## src/rtl/mips_pkg.sv

```systemverilog
// Shared encodings for the multicycle MIPS controller: FSM states, opcode and
// funct constants, and the mux-select encodings used by the PC mux and datapath.
package mips_pkg;

  typedef enum logic [3:0] {
    ST_FETCH  = 4'd0,
    ST_DECODE = 4'd1,
    ST_MEMADR = 4'd2,
    ST_MEMRD  = 4'd3,
    ST_MEMWB  = 4'd4,
    ST_MEMWR  = 4'd5,
    ST_RTEX   = 4'd6,
    ST_RTWB   = 4'd7,
    ST_ADDIEX = 4'd8,
    ST_IMMWB  = 4'd9,
    ST_BRANCH = 4'd10,
    ST_JUMP   = 4'd11,
    ST_JR     = 4'd12,
    ST_EXC    = 4'd13
  } state_t;

  localparam logic [5:0] OP_RTYPE = 6'b000000;
  localparam logic [5:0] OP_LW    = 6'b100011;
  localparam logic [5:0] OP_SW    = 6'b101011;
  localparam logic [5:0] OP_BEQ   = 6'b000100;
  localparam logic [5:0] OP_BNE   = 6'b000101;
  localparam logic [5:0] OP_ADDI  = 6'b001000;
  localparam logic [5:0] OP_J     = 6'b000010;

  localparam logic [5:0] FUNCT_JR = 6'b001000;

  localparam logic [2:0] PCSRC_ALURES = 3'b000;
  localparam logic [2:0] PCSRC_ALUOUT = 3'b001;
  localparam logic [2:0] PCSRC_JUMP   = 3'b010;
  localparam logic [2:0] PCSRC_RS     = 3'b011;
  localparam logic [2:0] PCSRC_EXC    = 3'b100;

  localparam logic [2:0] ALUOP_ADD   = 3'b000;
  localparam logic [2:0] ALUOP_SUB   = 3'b001;
  localparam logic [2:0] ALUOP_FUNCT = 3'b010;

  localparam logic [1:0] ALUSRCB_REG      = 2'b00;
  localparam logic [1:0] ALUSRCB_FOUR     = 2'b01;
  localparam logic [1:0] ALUSRCB_SEXT     = 2'b10;
  localparam logic [1:0] ALUSRCB_SEXT_SH2 = 2'b11;

  localparam logic [1:0] REGDST_RT = 2'b00;
  localparam logic [1:0] REGDST_RD = 2'b01;

  // Branch condition: beq takes the branch on zero, bne on not-zero.
  function automatic logic branch_taken(input logic [5:0] op, input logic zero);
    if (op == OP_BNE) begin
      return ~zero;
    end else begin
      return zero;
    end
  endfunction

endpackage

```

## src/rtl/mc_ctrl_fsm_outdec.sv

```systemverilog
// State-to-outputs decode for the multicycle controller; purely combinational,
// with every output forced low while reset is held.
module mc_outdec
  import mips_pkg::*;
(
  input  state_t      state,
  input  logic        reset,
  input  logic [5:0]  op,
  input  logic        zero,
  input  logic        mem_ready,
  output logic        pcen,
  output logic        iord,
  output logic        memwrite,
  output logic        irwrite,
  output logic        regwrite,
  output logic        memtoreg,
  output logic        alusrca,
  output logic [1:0]  regdst,
  output logic [1:0]  alusrcb,
  output logic [2:0]  aluop,
  output logic [2:0]  pcsrc,
  output logic        exc
);

  logic       pcen_s, iord_s, memwrite_s, irwrite_s, regwrite_s, memtoreg_s, alusrca_s, exc_s;
  logic [1:0] regdst_s, alusrcb_s;
  logic [2:0] aluop_s, pcsrc_s;

  // Per-state strobe and select decode; anything not set stays at zero.
  always_comb begin
    pcen_s     = 1'b0;
    iord_s     = 1'b0;
    memwrite_s = 1'b0;
    irwrite_s  = 1'b0;
    regwrite_s = 1'b0;
    memtoreg_s = 1'b0;
    alusrca_s  = 1'b0;
    exc_s      = 1'b0;
    regdst_s   = 2'b00;
    alusrcb_s  = 2'b00;
    aluop_s    = 3'b000;
    pcsrc_s    = 3'b000;
    case (state)
      ST_FETCH: begin
        alusrcb_s = ALUSRCB_FOUR;
        aluop_s   = ALUOP_ADD;
        pcsrc_s   = PCSRC_ALURES;
        irwrite_s = mem_ready;
        pcen_s    = mem_ready;
      end
      ST_DECODE: begin
        alusrcb_s = ALUSRCB_SEXT_SH2;
        aluop_s   = ALUOP_ADD;
      end
      ST_MEMADR, ST_ADDIEX: begin
        alusrca_s = 1'b1;
        alusrcb_s = ALUSRCB_SEXT;
        aluop_s   = ALUOP_ADD;
      end
      ST_MEMRD: begin
        iord_s = 1'b1;
      end
      ST_MEMWB: begin
        regdst_s   = REGDST_RT;
        memtoreg_s = 1'b1;
        regwrite_s = 1'b1;
      end
      ST_MEMWR: begin
        iord_s     = 1'b1;
        memwrite_s = 1'b1;
      end
      ST_RTEX: begin
        alusrca_s = 1'b1;
        alusrcb_s = ALUSRCB_REG;
        aluop_s   = ALUOP_FUNCT;
      end
      ST_RTWB: begin
        regdst_s   = REGDST_RD;
        regwrite_s = 1'b1;
      end
      ST_IMMWB: begin
        regdst_s   = REGDST_RT;
        regwrite_s = 1'b1;
      end
      ST_BRANCH: begin
        alusrca_s = 1'b1;
        aluop_s   = ALUOP_SUB;
        pcsrc_s   = PCSRC_ALUOUT;
        pcen_s    = branch_taken(op, zero);
      end
      ST_JUMP: begin
        pcsrc_s = PCSRC_JUMP;
        pcen_s  = 1'b1;
      end
      ST_JR: begin
        pcsrc_s = PCSRC_RS;
        pcen_s  = 1'b1;
      end
      ST_EXC: begin
        pcsrc_s = PCSRC_EXC;
        pcen_s  = 1'b1;
        exc_s   = 1'b1;
      end
      default: begin
        pcen_s = 1'b0;
      end
    endcase
  end

  assign pcen     = pcen_s     & ~reset;
  assign iord     = iord_s     & ~reset;
  assign memwrite = memwrite_s & ~reset;
  assign irwrite  = irwrite_s  & ~reset;
  assign regwrite = regwrite_s & ~reset;
  assign memtoreg = memtoreg_s & ~reset;
  assign alusrca  = alusrca_s  & ~reset;
  assign exc      = exc_s      & ~reset;
  assign regdst   = regdst_s   & {2{~reset}};
  assign alusrcb  = alusrcb_s  & {2{~reset}};
  assign aluop    = aluop_s    & {3{~reset}};
  assign pcsrc    = pcsrc_s    & {3{~reset}};

endmodule

```

## src/rtl/mc_ctrl_fsm.sv

```systemverilog
// Multicycle MIPS control FSM: state register and next-state logic; output
// decode lives in mc_outdec.
module mc_ctrl_fsm
  import mips_pkg::*;
#(
  parameter logic EXC_EN = 1'b1
) (
  input  logic        clk,
  input  logic        reset,
  input  logic [5:0]  op,
  input  logic [5:0]  funct,
  input  logic        zero,
  input  logic        mem_ready,
  output logic        pcen,
  output logic        iord,
  output logic        memwrite,
  output logic        irwrite,
  output logic        regwrite,
  output logic        memtoreg,
  output logic        alusrca,
  output logic [1:0]  regdst,
  output logic [1:0]  alusrcb,
  output logic [2:0]  aluop,
  output logic [2:0]  pcsrc,
  output logic        exc
);

  state_t state_r;
  state_t state_nxt_s;

  // State register; reset always wins.
  always_ff @(posedge clk) begin
    if (reset) begin
      state_r <= ST_FETCH;
    end else begin
      state_r <= state_nxt_s;
    end
  end

  // Next-state logic.
  always_comb begin
    state_nxt_s = ST_FETCH;
    case (state_r)
      ST_FETCH: begin
        if (mem_ready) begin
          state_nxt_s = ST_DECODE;
        end else begin
          state_nxt_s = ST_FETCH;
        end
      end
      ST_DECODE: begin
        case (op)
          OP_LW, OP_SW: state_nxt_s = ST_MEMADR;
          OP_RTYPE: begin
            if (funct == FUNCT_JR) begin
              state_nxt_s = ST_JR;
            end else begin
              state_nxt_s = ST_RTEX;
            end
          end
          OP_BEQ, OP_BNE: state_nxt_s = ST_BRANCH;
          OP_ADDI:        state_nxt_s = ST_ADDIEX;
          OP_J:           state_nxt_s = ST_JUMP;
          default: begin
            // Undefined opcode: trap, or fall through as a NOP.
            if (EXC_EN) begin
              state_nxt_s = ST_EXC;
            end else begin
              state_nxt_s = ST_FETCH;
            end
          end
        endcase
      end
      ST_MEMADR: begin
        if (op == OP_LW) begin
          state_nxt_s = ST_MEMRD;
        end else begin
          state_nxt_s = ST_MEMWR;
        end
      end
      ST_MEMRD: begin
        if (mem_ready) begin
          state_nxt_s = ST_MEMWB;
        end else begin
          state_nxt_s = ST_MEMRD;
        end
      end
      ST_MEMWR: begin
        if (mem_ready) begin
          state_nxt_s = ST_FETCH;
        end else begin
          state_nxt_s = ST_MEMWR;
        end
      end
      ST_RTEX:   state_nxt_s = ST_RTWB;
      ST_ADDIEX: state_nxt_s = ST_IMMWB;
      ST_MEMWB, ST_RTWB, ST_IMMWB, ST_BRANCH, ST_JUMP, ST_JR, ST_EXC: state_nxt_s = ST_FETCH;
      default:   state_nxt_s = ST_FETCH;
    endcase
  end

  mc_outdec u_outdec (
    .state     (state_r),
    .reset     (reset),
    .op        (op),
    .zero      (zero),
    .mem_ready (mem_ready),
    .pcen      (pcen),
    .iord      (iord),
    .memwrite  (memwrite),
    .irwrite   (irwrite),
    .regwrite  (regwrite),
    .memtoreg  (memtoreg),
    .alusrca   (alusrca),
    .regdst    (regdst),
    .alusrcb   (alusrcb),
    .aluop     (aluop),
    .pcsrc     (pcsrc),
    .exc       (exc)
  );

endmodule

```

## config.mk

```make
export PLATFORM = sky130hd
export DESIGN_NAME = mc_ctrl_fsm
export DESIGN_NICKNAME = d
export VERILOG_FILES = /design/src/rtl/mips_pkg.sv /design/src/rtl/mc_ctrl_fsm_outdec.sv /design/src/rtl/mc_ctrl_fsm.sv
export SDC_FILE = /design/constraint.sdc
export NUM_CORES = 1
export LEC_CHECK = 0
export ABC_AREA = 1
export BUFFER_PORTS_ARGS = -buffer_cell sky130_fd_sc_hd__buf_2
export CAP_MARGIN = 15
export CORE_MARGIN = 5
export CORE_UTILIZATION = 46
export DETAILED_ROUTE_END_ITERATION = 10
export PLACE_DENSITY = 0.78
export SKIP_LAST_GASP = 1
export SYNTH_ARGS = -nofsm -noshare
export SYNTH_HDL_FRONTEND = slang
export SYNTH_HIERARCHICAL = 1
export SYNTH_SLANG_ARGS = --single-unit
export TNS_END_PERCENT = 50
```

## constraint.sdc

```tcl
create_clock -name clk -period 1.47 [get_ports clk]
set_input_delay 0.294 -clock clk [delete_from_list [all_inputs] [get_ports clk]]
set_output_delay 0.294 -clock clk [all_outputs]
set_load 0.02 [all_outputs]
```

==> summary.txt <==
Global route
  – Pin count of the biggest net entering global routing: 16
  – Total gr overflow: 0
  – Initial antenna violation count: 0
  – Vias in the first global route: 908
  – First-pass GRT wire length: 3463 um
  – GRT Overall Usage: 17.01%

Min path
  – HP Class: in2reg

Place
  – Detail Placement HPWL: 1660 um
  – Buffers on Ports: 31
  – Post-placement cell count: 191
  – Routability cong.: 0.8000
  – DP Area: 983.4 um2

Finish
  – Share of cells above drive strength 1: 42.22%
  – Final instance area: 0.001076 mm2
  – Area Growth Syn to Fin: 42.15%
  – Commonest cells after routing, fill and taps aside: nor2_1, buf_2, inv_1
  – Core Util, Final: 69.81%
  – Flip-flop count of the largest register after layout: 4
  – Final Net Count: 198
  – # diodes: 0
  – Reg with most FFs: state_r
  – Fin cells: 196
  – Largest regs: state_r: 4 flops
  – Fillers: 153

Synthesis
  – Yosys warnings: 6
  – Sequential fraction of the synthesis area: 10.58%
  – Post-Syn Area per Cell: 5.369 um2
  – Yosys reg bits: 4
  – Post-synth cell types: 23
  – Cells after synthesis: 141
  – Mapped cell area: 757.0 um2

Floorplanning
  – Die Wd: 50.57 um
  – Core footprint: 0.001541 mm2
  – Starting Density: 49.11%
  – Io pins: 34
  – Die span in y: 50.57 um
  – Die area: 0.002557 mm2
  – Row count: 14

Clock network
  – Root buffer cell: clkbuf_4
  – Inserted Clock Buffers: 3
  – Clk sink count: 4
  – Clk_lat worst skew: 0.24 ns
  – Clock Tree Buf Depth: 2
  – CTS tree: done
  – H-Tree Depth: 1
  – Hold buffers post-CTS: 0
  – CTS clock-pin slew for the worst setup and hold paths: 0.04 ns

Worst setup path
  – Max stage delay cell, worst path: dfxtp_4
  – CP Class: reg2out
  – Critical path cell sequence: inv_4, nor2_4, buf_4, a22oi_1, a21oi_1, buf_4
  – CP endpoint kind: output pin
  – Critical path peak fanout: 5
  – Critical Path RT: 1.18 ns
  – Most used cell, CP: buf_4
  – CP Launch Type: flop
  – Slowest stage delay, CP: 0.36 ns
  – Crit path DAT: 1.33 ns

Pwr
  – Switch share: 50.84%
  – Worst IR Drop VDD: 0.4438 mV
  – Clock share of power: 13.9%
  – Psw: 0.5099 mW
  – LEAKAGE: 0.5781 nW
  – Internal Pwr Total: 0.4932 mW
  – Flop pwr share: 19.8%
  – Pwr dens: 932.2 mW/mm2
  – Combinational Power Share: 66.3%

Status
  – Failing checks: negative setup slack
  – Status: finished, violations left

Routing
  – Router iterations before antenna repair: 4
  – Via count: 995
  – Iter 0 DRT Violations: 30
  – Via/cell ratio: 5.077
  – Antenna Nets Post-Route: 0
  – DRT Wirelength: 2136 um
  – Drt wl/cell: 10.90 um
  – Drc violations: 0

Timing
  – Pins over their slew limit: 0
  – Worst clock skew: 0.006115 ns
  – RSZ-0062 raised after global routing: true
  – Hold Vio Cnt, Final: 0
  – Fmax: 0.6174 GHz
  – Min Tclk post-route: 1.620 ns
  – Setup Viol. Count Final: 10
  – Final setup margin: -0.1496 ns
  – Post-route clock period utilization: 110.2%

Run
  – Max-capacitance violation count: 0
metrics by stage:
| step | setup TNS [ns] | setup WS (ns) | hold WS, ns | power [mW] |
|---|---|---|---|---|
| 5_1_grt | -1.589 | -0.2158 | 0.4976 | 1.090 |
| 6_report | -0.8310 | -0.1496 | 0.4636 | 1.003 |
| 3_3_place_gp | 0 | 0.06139 | 0.6942 | 0.7711 |
| 4_1_cts | -0.8579 | -0.1470 | 0.4494 | 0.9538 |
| 3_5_place_dp | 0 | 0.03719 | 0.6998 | 0.7850 |
| 2_1_floorplan | -0.07019 | -0.07019 | 0.3557 | 0.6109 |
repair_timing:
action                     in CTS  in global routing
setup endpoints to repair      12                 16
resized for setup               9                 11
gates cloned                    0                  0
buffers inserted                0                  2
hold endpoints to repair        0                  0
pin swaps                       4                  3
cells in the mapped netlist:
| master | n | share of area [%] |
|---|---|---|
| a21oi_1 | 8 | 5.3 |
| o211a_1 | 1 | 1.3 |
| a22oi_1 | 1 | 0.99 |
| nor2_1 | 28 | 14 |
| nor3_1 | 2 | 1.3 |
| inv_1 | 24 | 12 |
| nand2_1 | 21 | 10 |
| dfxtp_1 | 4 | 11 |
| nand3_2 | 3 | 4.0 |
| o31ai_1 | 1 | 0.99 |
| a31o_2 | 1 | 1.2 |
| nor2_4 | 3 | 4.5 |
| nor4_1 | 1 | 0.83 |
| nand3_1 | 18 | 12 |
| inv_2 | 5 | 2.5 |
| nor2_2 | 6 | 5.0 |
| nand4_1 | 5 | 4.1 |
| conb_1 | 1 | 0.50 |
| clkbuf_1 | 1 | 0.50 |
| o21ai_0 | 2 | 1.3 |
| nor3_2 | 1 | 1.3 |
| nor4_4 | 1 | 2.8 |
| buf_4 | 3 | 3.0 |
cells by family (layout without fill, tap and decap cells):
family	after synthesis	count (layout)	synth area share, %
compound gates	14	14	11.08
buf+inv	33	71	17.85
flops	4	4	10.58
other cells	1	2	0.4954
simple gates	89	89	60.00
final cells by class:
type / instances / area (um2) / area share [%]
multi-input cells: 105 / 594.3 / 55.23
flip-flops and latches: 4 / 95.09 / 8.837
well taps: 16 / 20.02 / 1.860
repair buffers: 39 / 232.7 / 21.63
inverters: 29 / 111.4 / 10.35
clock buffers: 3 / 22.52 / 2.093
critical path: cells and delay by family (launching register included):
kind,cells,cell delay (ns)
AO/OA/AOI/OAI,2,0.32
buffers and inverters,3,0.37
AND/OR/NAND/NOR,1,0.04
flip-flops,1,0.36
power by group through the flow:
stage | combinational [mW] | clock (mW) | sequential, mW
5_1_grt | 0.733 | 0.152 | 0.205
2_1_floorplan | 0.407 | 0 | 0.204
3_3_place_gp | 0.593 | 0 | 0.178
4_1_cts | 0.626 | 0.142 | 0.186
3_5_place_dp | 0.605 | 0 | 0.180
6_report | 0.665 | 0.140 | 0.199
routing by layer:
metal  vias up  track usage, %  wire length, um
li1        528               -                -
met1       425           17.37              802
met2        37           31.20             1116
met3         5           4.142              174
met4         0           8.936               42
met5         -               0                0
final timing paths:
| kind | to | depth (start not counted) | slack (ns) | startpoint |
|---|---|---|---|---|
| worst max-delay path | alusrca | 6 | -0.15 | state_r[3]$_SDFF_PP0_ |
| worst min-delay path | state_r[2]$_SDFF_PP0_ | 3 | 0.46 | reset |
| worst min register to register | state_r[3]$_SDFF_PP0_ | 3 | 0.76 | state_r[3]$_SDFF_PP0_ |
| worst max register to register | state_r[0]$_SDFF_PP0_ | 7 | 0.16 | state_r[0]$_SDFF_PP0_ |
Power figures use the tool's default switching activity.
